File: src/rtl/divider_pkg.sv
// Shared types and helpers for the sequential restoring divider.
package divider_pkg;

   typedef enum logic [1:0] {
      IDLE = 2'd0,
      CALC = 2'd1,
      DONE = 2'd2
   } div_state_t;

   // Iteration counter width; a 1-bit floor keeps the vector legal for tiny widths.
   function automatic int cnt_width(input int width);
      return (width > 1) ? $clog2(width) : 1;
   endfunction

endpackage

File: src/rtl/divider_step.sv
// One restoring-division iteration: shift the next dividend bit into the
// partial remainder and subtract the divisor if it fits.
module divider_step #(
   parameter int WIDTH = 8
) (
   input  logic [WIDTH-1:0] r_i,
   input  logic             d_msb_i,
   input  logic [WIDTH-1:0] v_i,
   output logic [WIDTH-1:0] r_o,
   output logic             q_bit_o
);

   logic [WIDTH:0] t;
   logic [WIDTH:0] diff;

   assign t    = {r_i, d_msb_i};
   assign diff = t - {1'b0, v_i};

   // No borrow out of the trial subtraction means T >= V.
   assign q_bit_o = ~diff[WIDTH];
   assign r_o     = q_bit_o ? diff[WIDTH-1:0] : t[WIDTH-1:0];

endmodule

File: src/rtl/divider.sv
// Sequential unsigned divider, one restoring bit per clock, with
// valid/ready handshakes on the operand and result sides.
//
// Handshake: a transfer happens on a rising edge where valid && ready are
// both high; a producer holds valid and data stable until that edge, and
// ready never depends combinationally on the same interface's valid.
module divider
   import divider_pkg::*;
#(
   parameter int WIDTH = 8
) (
   input  logic             clk,
   input  logic             rst_n,
   input  logic             in_valid,
   output logic             in_ready,
   input  logic [WIDTH-1:0] dividend,
   input  logic [WIDTH-1:0] divisor,
   output logic             out_valid,
   input  logic             out_ready,
   output logic [WIDTH-1:0] quotient,
   output logic [WIDTH-1:0] remainder,
   output logic             div_by_zero,
   output div_state_t       dbg_state_o
);

   localparam int            CW   = cnt_width(WIDTH);
   localparam logic [CW-1:0] LAST = CW'(WIDTH - 1);

   div_state_t       state_q;
   logic [WIDTH-1:0] r_q;
   logic [WIDTH-1:0] d_q;
   logic [WIDTH-1:0] v_q;
   logic [CW-1:0]    count_q;
   logic [WIDTH-1:0] quotient_q;
   logic [WIDTH-1:0] remainder_q;
   logic             dbz_q;
   logic             out_valid_q;

   logic [WIDTH-1:0] r_d;
   logic             q_bit;

   // The partial remainder is always below V, so WIDTH bits hold it; the
   // extra bit only exists transiently inside the step.
   divider_step #(.WIDTH(WIDTH)) u_step (
      .r_i     (r_q),
      .d_msb_i (d_q[WIDTH-1]),
      .v_i     (v_q),
      .r_o     (r_d),
      .q_bit_o (q_bit)
   );

   always_ff @(posedge clk or negedge rst_n) begin
      if (!rst_n) begin
         state_q     <= IDLE;
         r_q         <= '0;
         d_q         <= '0;
         v_q         <= '0;
         count_q     <= '0;
         quotient_q  <= '0;
         remainder_q <= '0;
         dbz_q       <= 1'b0;
         out_valid_q <= 1'b0;
      end else begin
         case (state_q)
            IDLE: begin
               if (in_valid) begin
                  d_q     <= dividend;
                  v_q     <= divisor;
                  r_q     <= '0;
                  count_q <= '0;
                  if (divisor == '0) begin
                     quotient_q  <= '1;
                     remainder_q <= dividend;
                     dbz_q       <= 1'b1;
                     out_valid_q <= 1'b1;
                     state_q     <= DONE;
                  end else begin
                     state_q <= CALC;
                  end
               end
            end
            CALC: begin
               // Quotient bits fill D from the LSB as dividend bits leave the MSB,
               // so after WIDTH steps D holds the quotient.
               r_q     <= r_d;
               d_q     <= {d_q[WIDTH-2:0], q_bit};
               count_q <= count_q + 1'b1;
               if (count_q == LAST) begin
                  quotient_q  <= {d_q[WIDTH-2:0], q_bit};
                  remainder_q <= r_d;
                  dbz_q       <= 1'b0;
                  out_valid_q <= 1'b1;
                  state_q     <= DONE;
               end
            end
            DONE: begin
               if (out_ready) begin
                  out_valid_q <= 1'b0;
                  state_q     <= IDLE;
               end
            end
            default: begin
               out_valid_q <= 1'b0;
               state_q     <= IDLE;
            end
         endcase
      end
   end

   assign in_ready    = (state_q == IDLE);
   assign out_valid   = out_valid_q;
   assign quotient    = quotient_q;
   assign remainder   = remainder_q;
   assign div_by_zero = dbz_q;
   assign dbg_state_o = state_q;

endmodule

File: config.mk
export PLATFORM = sky130hd
export DESIGN_NAME = divider
export DESIGN_NICKNAME = d
export VERILOG_FILES = /design/src/rtl/divider_pkg.sv /design/src/rtl/divider_step.sv /design/src/rtl/divider.sv
export SDC_FILE = /design/constraint.sdc
export NUM_CORES = 1
export LEC_CHECK = 0
export CAP_MARGIN = 20
export CORE_MARGIN = 2
export CORE_UTILIZATION = 45
export DETAILED_ROUTE_END_ITERATION = 16
export PLACE_DENSITY = 0.69
export SETUP_SLACK_MARGIN = 0.05
export SLEW_MARGIN = 20
export SYNTH_ARGS = -nofsm -noshare
export SYNTH_HDL_FRONTEND = slang
export SYNTH_HIERARCHICAL = 1
export SYNTH_SLANG_ARGS = --single-unit
export TNS_END_PERCENT = 10
File: constraint.sdc
create_clock -name clk -period 3.43 [get_ports clk]
set_input_delay 0.5145 -clock clk [delete_from_list [all_inputs] [get_ports clk]]
set_output_delay 0.5145 -clock clk [all_outputs]
set_load 0.05 [all_outputs]
## Yosys cells after proc, flatten, opt, wreduce, memory -nomap -nowiden

Cells that the tools add are included.

- Register bits: 47
- Logic and storage cells: 54

- $add $sub $neg: 2
- Equal/unequal tests: 7
- Multiplexer cells: 27
- Bitwise gates (word level): 1
- Reduce and logical (&&, ||, !) cells: 8

Operator list:

| operator | count |
|---|---|
| $mux W8 | 9 |
| $pmux W8 S2 | 4 |
| $sub A9 B8 Y9 | 1 |
| $logic_not A8 Y1 | 1 |
| $mux W2 | 4 |
| $reduce_and A4 Y1 | 2 |
| $ne A2 B2 Y1 const B | 3 |
| $pmux W2 S3 | 1 |
| $pmux W3 S2 | 1 |
| $mux W1 | 5 |
| $reduce_and A2 Y1 | 2 |
| $add A3 B1 Y3 const B | 1 |
| $eq A3 B3 Y1 const B | 1 |
| $mux W3 | 1 |
| $pmux W1 S3 | 1 |
| $reduce_and A3 Y1 | 1 |
| $eq A2 B1 Y1 const B | 1 |
| $eq A2 B2 Y1 const B | 1 |
| $logic_not A2 Y1 | 1 |
| $ne A2 B1 Y1 const B | 1 |
| $pmux W1 S2 | 1 |
| $reduce_bool A2 Y1 | 1 |
| $not A1 Y1 | 1 |

## Logic depth before layout (Yosys ltp)

Gate-level depths: netlist of run 1.

- Word-level depth: 4
- Gate-level depth with buffers: 11
- Mapped depth without buffers: 11

## By module

Netlist of run 1, hierarchy kept.

Modules (own cells, without submodules):

| module | times used | cells each | area an instance (um^2) | seq. area each (um^2) |
|---|---|---|---|---|
| divider | 1 | 181 | 2,057.0 | 1,176.1 |
| divider_step | 1 | 58 | 485.5 | 0.0 |

## Least setup slack after synthesis of run 1

No wires, ideal clock.

- Path type: reg-to-reg
- Start: register d_q[7]
- End: register remainder_q[4] (netlist: remainder[4])
- Library setup time: 155 ps
- Arrival time: 2,356 ps
- Slack: 918 ps
- Cell stages (with the launch flop): 12
- Path buffers: 0
- Cell sequence: dfrtp_1 -> inv_1 -> ha_1 -> inv_1 -> fa_1 -> a21o_1 -> a21oi_2 -> o31ai_4 -> xor2_4 -> mux2_2 -> mux2i_1 -> a22oi_1

- Word-level cells in the longest chain between the ends: 4

Ends and longest elaborated chain:

| element | line | text |
|---|---|---|
| from (decl) | divider.sv:31 | `logic [WIDTH-1:0] d_q;` |
| from (signal assigned) | divider.sv:67 | `d_q <= dividend;` |
| from (signal assigned) | divider.sv:86 | `d_q <= {d_q[WIDTH-2:0], q_bit};` |
| $sub A9 B8 Y9 | divider_step.sv:17 | `assign diff = t - {1'b0, v_i};` |
| $mux W8 | divider_step.sv:21 | `assign r_o = q_bit_o ? diff[WIDTH-1:0] : t[WIDTH-1:0];` |
| net r_d[4] | divider.sv:39 | `logic [WIDTH-1:0] r_d;` |
| $mux W8 | divider.sv:88 | `if (count_q == LAST) begin` |
| $pmux W8 S2 | divider.sv:64 | `case (state_q)` |
| to (signal assigned) | divider.sv:73 | `remainder_q <= dividend;` |
| to (signal assigned) | divider.sv:90 | `remainder_q <= r_d;` |
| to (decl) | divider.sv:35 | `logic [WIDTH-1:0] remainder_q;` |

The timed path passes the listed nets, and every way through them passes these cells. The select of a mux whose other input is x is not followed.
A chain may end at the register's enable or synchronous reset.

## Final worst setup path of run 1

- Start: register d_q[7]
- End: register remainder_q[5] (netlist: remainder[5])

The elaborated chain is that of the path after synthesis.

==> qor.tcl, run 1 <==
set qor(postSynthNetCount) 270
set qor(slew_limit_fails) 0
set qor(finalWorstPathRequiredPeriod_ps) 2750
set qor(final_hold_viol_count) 0
set qor(clock_latency_ps) 300
set qor(gr-total-overflow) 0
set qor(antenna_cells_inserted) 0
set qor(maxCapViolations) 0
set qor(avgRoutedWirePerCell_um) 15.3
set qor(clkSlewWorstSetupHoldPaths_ps) 90
set qor(run_status) {completed}
set qor(post_syn_area_um2) 2540
set qor(hpwlAfterDp_um) 3780
set qor(fin_area_um2) 3050
set qor(cts_root_buf) {sky130_fd_sc_hd__clkbuf_8}
set qor(rsz_0062_raised_after_global_routing) {false}
set qor(synth.ff_latch_count) 47
set qor(place_congestion) 0.835
set qor(cts_hold_buf) 0
set qor(drive_above_1_share) 0.120
set qor(layout.filler_cells) 519
set qor(critical_path_required_ps) 3580
set qor(placedInstanceArea_um2) 2960
set qor(grt_first_pass_wirelength_um) 8750
set qor(synth_seq_area_share) 0.463
set qor(timing.setup.critical_path_class) {flip-flop to flip-flop}
set qor(synthCells) 239
set qor(die_h_um) 79.2
set qor(design.die.area_um2) 6270
set qor(initial_utilization) 0.465
set qor(detail_route.iter0.violations) 135
set qor(num_vias) 1872
set qor(ys_dominant_reg_cell) {sky130_fd_sc_hd__dfrtp_1}
set qor(postRouteWirelength_um) 5280
set qor(htree_levels) 2
set qor(first_global_vias) 1739
set qor(layout.nets) 305
set qor(cts_tree) {yes}
set qor(tritoncts.num_buffers) 5
set qor(worst_hold_path_type) {input pin to async pin}
set qor(drt-pass1-iter-count) 5
set qor(cp_data_arrival_time_ps) 2900
set qor(gr-usage-all-layers) 0.182
set qor(placeableCoreArea_um2) 5470
set qor(post_cts_setup_buffer_count) 0
set qor(avgViaCountPerCell) 5.41
set qor(layout_commonest_cell) {sky130_fd_sc_hd__dfrtp_1}
set qor(ioPinCount) 41
set qor(synthArstFlopShare) 1.00
set qor(max_clock_freq_mhz) 364
set qor(finalCritPeriodShare) 0.802
set qor(detail-route-antenna-nets) 0
set qor(post_synth_edffs) 0
set qor(fin_worst_hold_slack_ps) 222
set qor(setup_tns_ps) 0
set qor(cts.path.max_buffers) 2
set qor(worst_slew_pin_slew_ps) 786
set qor(drc) 0
set qor(worst_r2r_path_depth) 11
set qor(timing.critical_path.fanout_max) 10
set qor(clock_skew_ps) 11.1
set qor(syn_to_final_growth_pct) 19.8
set qor(post_synth.cell_area_avg_um2) 10.6
set qor(grt_antenna_before_repair) 0
set qor(worstSetupEndpointType) {flip-flop}
set qor(ys_warn_count) 6
set qor(placement.io_buffers) 40
set qor(cp-start-kind) {flip-flop}
set qor(setup_viol) 0
set qor(largest_net_degree_at_the_start_of_global_routing) 48
set qor(floorplan.die.width_um) 79.2
set qor(ys_types) 44
set qor(cts-resized-gates) 0
set qor(slew-limit-headroom) 0.473
set qor(final_cell_mix) {sky130_fd_sc_hd__dfrtp_1 (47), sky130_fd_sc_hd__clkdlybuf4s50_1 (39), sky130_fd_sc_hd__nor2_1 (29)}
set qor(tritoncts_sinks) 47
set qor(num_rows) 27
[metal layers]
layer	part of all wire	track usage
met1	0.47	0.249
met2	0.48	0.282
met3	0.030	0.0489
met4	0.015	0.0569
met5	0	0
[stage by stage]
stage | instances | setup WS (ps) | utilization
2_1_floorplan | 239 | 918 | -
3_5_place_dp | 339 | 692 | 0.540
5_1_grt | 346 | 501 | 0.557
3_3_place_gp | 339 | 784 | 0.540
4_1_cts | 346 | 676 | 0.556
6_report | 346 | 680 | 0.557
[flip-flops by register name, indices dropped and copies added (netlist names)]
signal,cells
div_by_zero,1
r_q,8
quotient,8
count_q,3
remainder,8
out_valid,1
v_q,8
d_q,8
dbg_state_o,2
[cell usage after synthesis (8+ instances only)]
cell type,instances,area [µm²]
sky130_fd_sc_hd__a21oi_1,13,65.1
sky130_fd_sc_hd__a22o_1,8,70.1
sky130_fd_sc_hd__a22oi_1,8,60.1
sky130_fd_sc_hd__dfrtp_1,47,1180
sky130_fd_sc_hd__ha_1,10,125
sky130_fd_sc_hd__inv_1,10,37.5
sky130_fd_sc_hd__mux2_2,15,169
sky130_fd_sc_hd__mux2i_1,17,170
sky130_fd_sc_hd__nand2_1,15,56.3
sky130_fd_sc_hd__nor2_1,29,109
sky130_fd_sc_hd__o21ai_0,13,65.1
[worst paths after layout]
path	from	to	slack, ps
max	d_q[7]$_DFFE_PN0P_	remainder[5]$_DFFE_PN0P_	680
min	rst_n	v_q[5]$_DFFE_PN0P_	220
max reg2reg	d_q[7]$_DFFE_PN0P_	remainder[5]$_DFFE_PN0P_	680
min reg2reg	count_q[0]$_DFFE_PN0P_	count_q[0]$_DFFE_PN0P_	500
max in group asynchronous	rst_n	remainder[6]$_DFFE_PN0P_	2810
min in group clk	count_q[0]$_DFFE_PN0P_	count_q[0]$_DFFE_PN0P_	500
[logic make-up (layout without fill, tap and decap cells)]
kind of cell | Yosys count | in the layout | share of synthesized area
buffers and inverters | 23 | 58 | 0.0467
DFF | 47 | 47 | 0.463
muxes | 33 | 33 | 0.138
AOI/OAI and AO/OA | 55 | 55 | 0.149
xor gates and xnor gates | 5 | 5 | 0.0246
and+or+nand+nor | 65 | 65 | 0.123
adders and majority gates | 11 | 11 | 0.0571
[worst max-delay path, cell delays in order (launching register included)]
cell,delay (ps)
sky130_fd_sc_hd__dfrtp_1,380
sky130_fd_sc_hd__inv_1,70
sky130_fd_sc_hd__ha_1,160
sky130_fd_sc_hd__inv_1,50
sky130_fd_sc_hd__fa_1,400
sky130_fd_sc_hd__a21o_1,180
sky130_fd_sc_hd__a21oi_2,240
sky130_fd_sc_hd__o31ai_4,120
sky130_fd_sc_hd__xor2_4,330
sky130_fd_sc_hd__mux2_2,400
sky130_fd_sc_hd__mux2i_1,160
sky130_fd_sc_hd__a22oi_1,110
[cell type report]
class / instances / area, µm² / area share
Tap cell: 72 / 90.1 / 0.0296
Multi-Input combinational cell: 169 / 1250 / 0.410
Inverter: 10 / 37.5 / 0.0123
Clock buffer: 6 / 82.6 / 0.0271
Timing Repair Buffer: 41 / 405 / 0.133
Clock inverter: 1 / 5.00 / 0.00164
Sequential cell: 47 / 1180 / 0.386
Power of run 1 is not shown: default switching activity piles up to over one toggle a cycle in this logic, so the estimate is an artifact.
==> inputs of run 2 (changes only) <==
Clock period 3.43 ns to 2.83 ns, I/O delays scaled along.
==> run 2 against run 1 <==
Via count grew 3.1%. Core utilization increased by 1.4 points. Cell area up 2.5%. Sequential share of layout area is 0.94 points lower. Worst setup slack got worse by 480 ps. Clock skew is 1.0 ps lower. Sequential cell count stayed put. Largest cell class unchanged.
==> qor.tcl, run 2 (same netlist as run 1, synthesis figures left out) <==
set qor(num_rows) 27
set qor(clock_latency_ps) 300
set qor(critical_path_required_ps) 2980
set qor(placement.io_buffers) 40
set qor(routed-wl-met3_um) 203
set qor(initial_utilization) 0.465
set qor(setup_viol) 0
set qor(met2_length_um) 2610
set qor(timing.critical_path.slowest_cell_delay_ps) 400
set qor(drive_above_1_share) 0.136
set qor(max_clock_freq_mhz) 380
set qor(worstSetupEndpointType) {flip-flop}
set qor(gr-usage-all-layers) 0.182
set qor(cts_root_buf) {sky130_fd_sc_hd__clkbuf_8}
set qor(num_vias) 1930
set qor(slew_limit_fails) 0
set qor(tritoncts_sinks) 47
set qor(first_global_vias) 1842
set qor(final_cell_mix) {sky130_fd_sc_hd__dfrtp_1 (47), sky130_fd_sc_hd__clkdlybuf4s50_1 (39), sky130_fd_sc_hd__nor2_1 (29)}
set qor(crit_chain) {inv_1 > ha_1 > inv_1 > fa_1 > a21o_1 > a21oi_2 > o31ai_4 > xor2_4 > buf_12 > mux2_2 > mux2i_1 > a22oi_1}
set qor(maxCapViolations) 0
set qor(cp-start-kind) {flip-flop}
set qor(slowest_stage) {sky130_fd_sc_hd__fa_1}
set qor(drc) 0
set qor(critical-path-top-delay-family) {compound AO/OA/AOI/OAI gates}
set qor(gr-total-overflow) 0
set qor(floorplan.die.width_um) 79.2
set qor(layout.nets) 309
set qor(clkSlewWorstSetupHoldPaths_ps) 90
set qor(cts_tree) {yes}
set qor(setup_tns_ps) 0
set qor(timing.critical_path.fanout_max) 10
set qor(drt-pass1-iter-count) 4
set qor(grt_first_pass_wirelength_um) 8870
set qor(clock_skew_ps) 10.1
set qor(cts.path.max_buffers) 2
set qor(ioPinCount) 41
set qor(critical_path.most_common_cell) {sky130_fd_sc_hd__inv_1}
set qor(cts_hold_buf) 0
set qor(finalCritPeriodShare) 0.930
set qor(cp.buffers_inverters) 3
set qor(largest_net_degree_at_the_start_of_global_routing) 48
set qor(avgRoutedWirePerCell_um) 15.1
set qor(detail_route.wirelength.met1_um) 2430
set qor(cp_data_arrival_time_ps) 2790
set qor(detail_route.iter0.violations) 134
set qor(avgViaCountPerCell) 5.50
set qor(htree_levels) 2
set qor(final_hold_viol_count) 0
set qor(hpwlAfterDp_um) 3790
set qor(antenna_cells_inserted) 0
set qor(post_cts_setup_buffer_count) 0
set qor(syn_to_final_growth_pct) 22.8
set qor(finalWorstPathRequiredPeriod_ps) 2630
set qor(slew-limit-headroom) 0.490
set qor(placeableCoreArea_um2) 5470
set qor(highest-signal-layer) {met4}
set qor(design.die.area_um2) 6270
set qor(detail-route-antenna-nets) 0
set qor(layout_commonest_cell) {sky130_fd_sc_hd__dfrtp_1}
set qor(die_h_um) 79.2
set qor(tritoncts.num_buffers) 5
set qor(worst_hold_path_type) {input pin to async pin}
set qor(cts-resized-gates) 0
set qor(timing.setup.critical_path_class) {flip-flop to flip-flop}
set qor(worst_slew_pin_slew_ps) 763
set qor(place_congestion) 0.774
set qor(run_status) {completed}
set qor(rsz_0062_raised_after_global_routing) {false}
set qor(postRouteWirelength_um) 5300
set qor(grt_antenna_before_repair) 0
run 2: cell types whose count changed in the layout (fill, tap and decap cells not counted), sizes merged:
cell | previous run | this run
clkinv | 1 | 0
bufinv | 0 | 1
buf | 2 | 6
inv | 10 | 11
run 2: area by class of cell:
class                           count  area [µm²]
Clock inverter                      2        38.8
Tap cell                           72        90.1
Multi-Input combinational cell    169        1250
Fill cell                         501        2350
Sequential cell                    47        1180
Timing Repair Buffer               45         448
Inverter                           10        37.5
Clock buffer                        6        82.6
run 2: through the flow:
step | hold WS (ps) | setup slack (ps) | instances | cell area, µm² | utilization
2_1_floorplan | 129 | 318 | 239 | 2540 | -
4_1_cts | 356 | 112 | 349 | 3090 | 0.565
6_report | 122 | 197 | 351 | 3120 | 0.571
5_1_grt | 171 | 54.5 | 351 | 3120 | 0.571
3_3_place_gp | 483 | 197 | 341 | 2970 | 0.543
3_5_place_dp | 494 | 136 | 341 | 2970 | 0.543
run 2: path summary, 6_finish.rpt:
check                                        start                  endpoint  slack [ps]  cells past startpoint
min in group clk                d_q[3]$_DFFE_PN0P_        d_q[4]$_DFFE_PN0P_         510                      2
worst max register to register  d_q[7]$_DFFE_PN0P_  remainder[7]$_DFFE_PN0P_         200                     12
max in group asynchronous                    rst_n  remainder[0]$_DFFE_PN0P_        2300                      1
worst min-delay path                         rst_n        v_q[6]$_DFFE_PN0P_         120                      1
worst min register to register  d_q[3]$_DFFE_PN0P_        d_q[4]$_DFFE_PN0P_         510                      2
worst max-delay path            d_q[7]$_DFFE_PN0P_  remainder[7]$_DFFE_PN0P_         200                     12
run 2: routing by layer:
metal | vias to the layer above | track usage
li1 | 920 | -
met1 | 948 | 0.244
met2 | 56 | 0.303
met3 | 6 | 0.0318
met4 | 0 | 0.0517
met5 | - | 0
Power of run 2 is left out for the same reason.
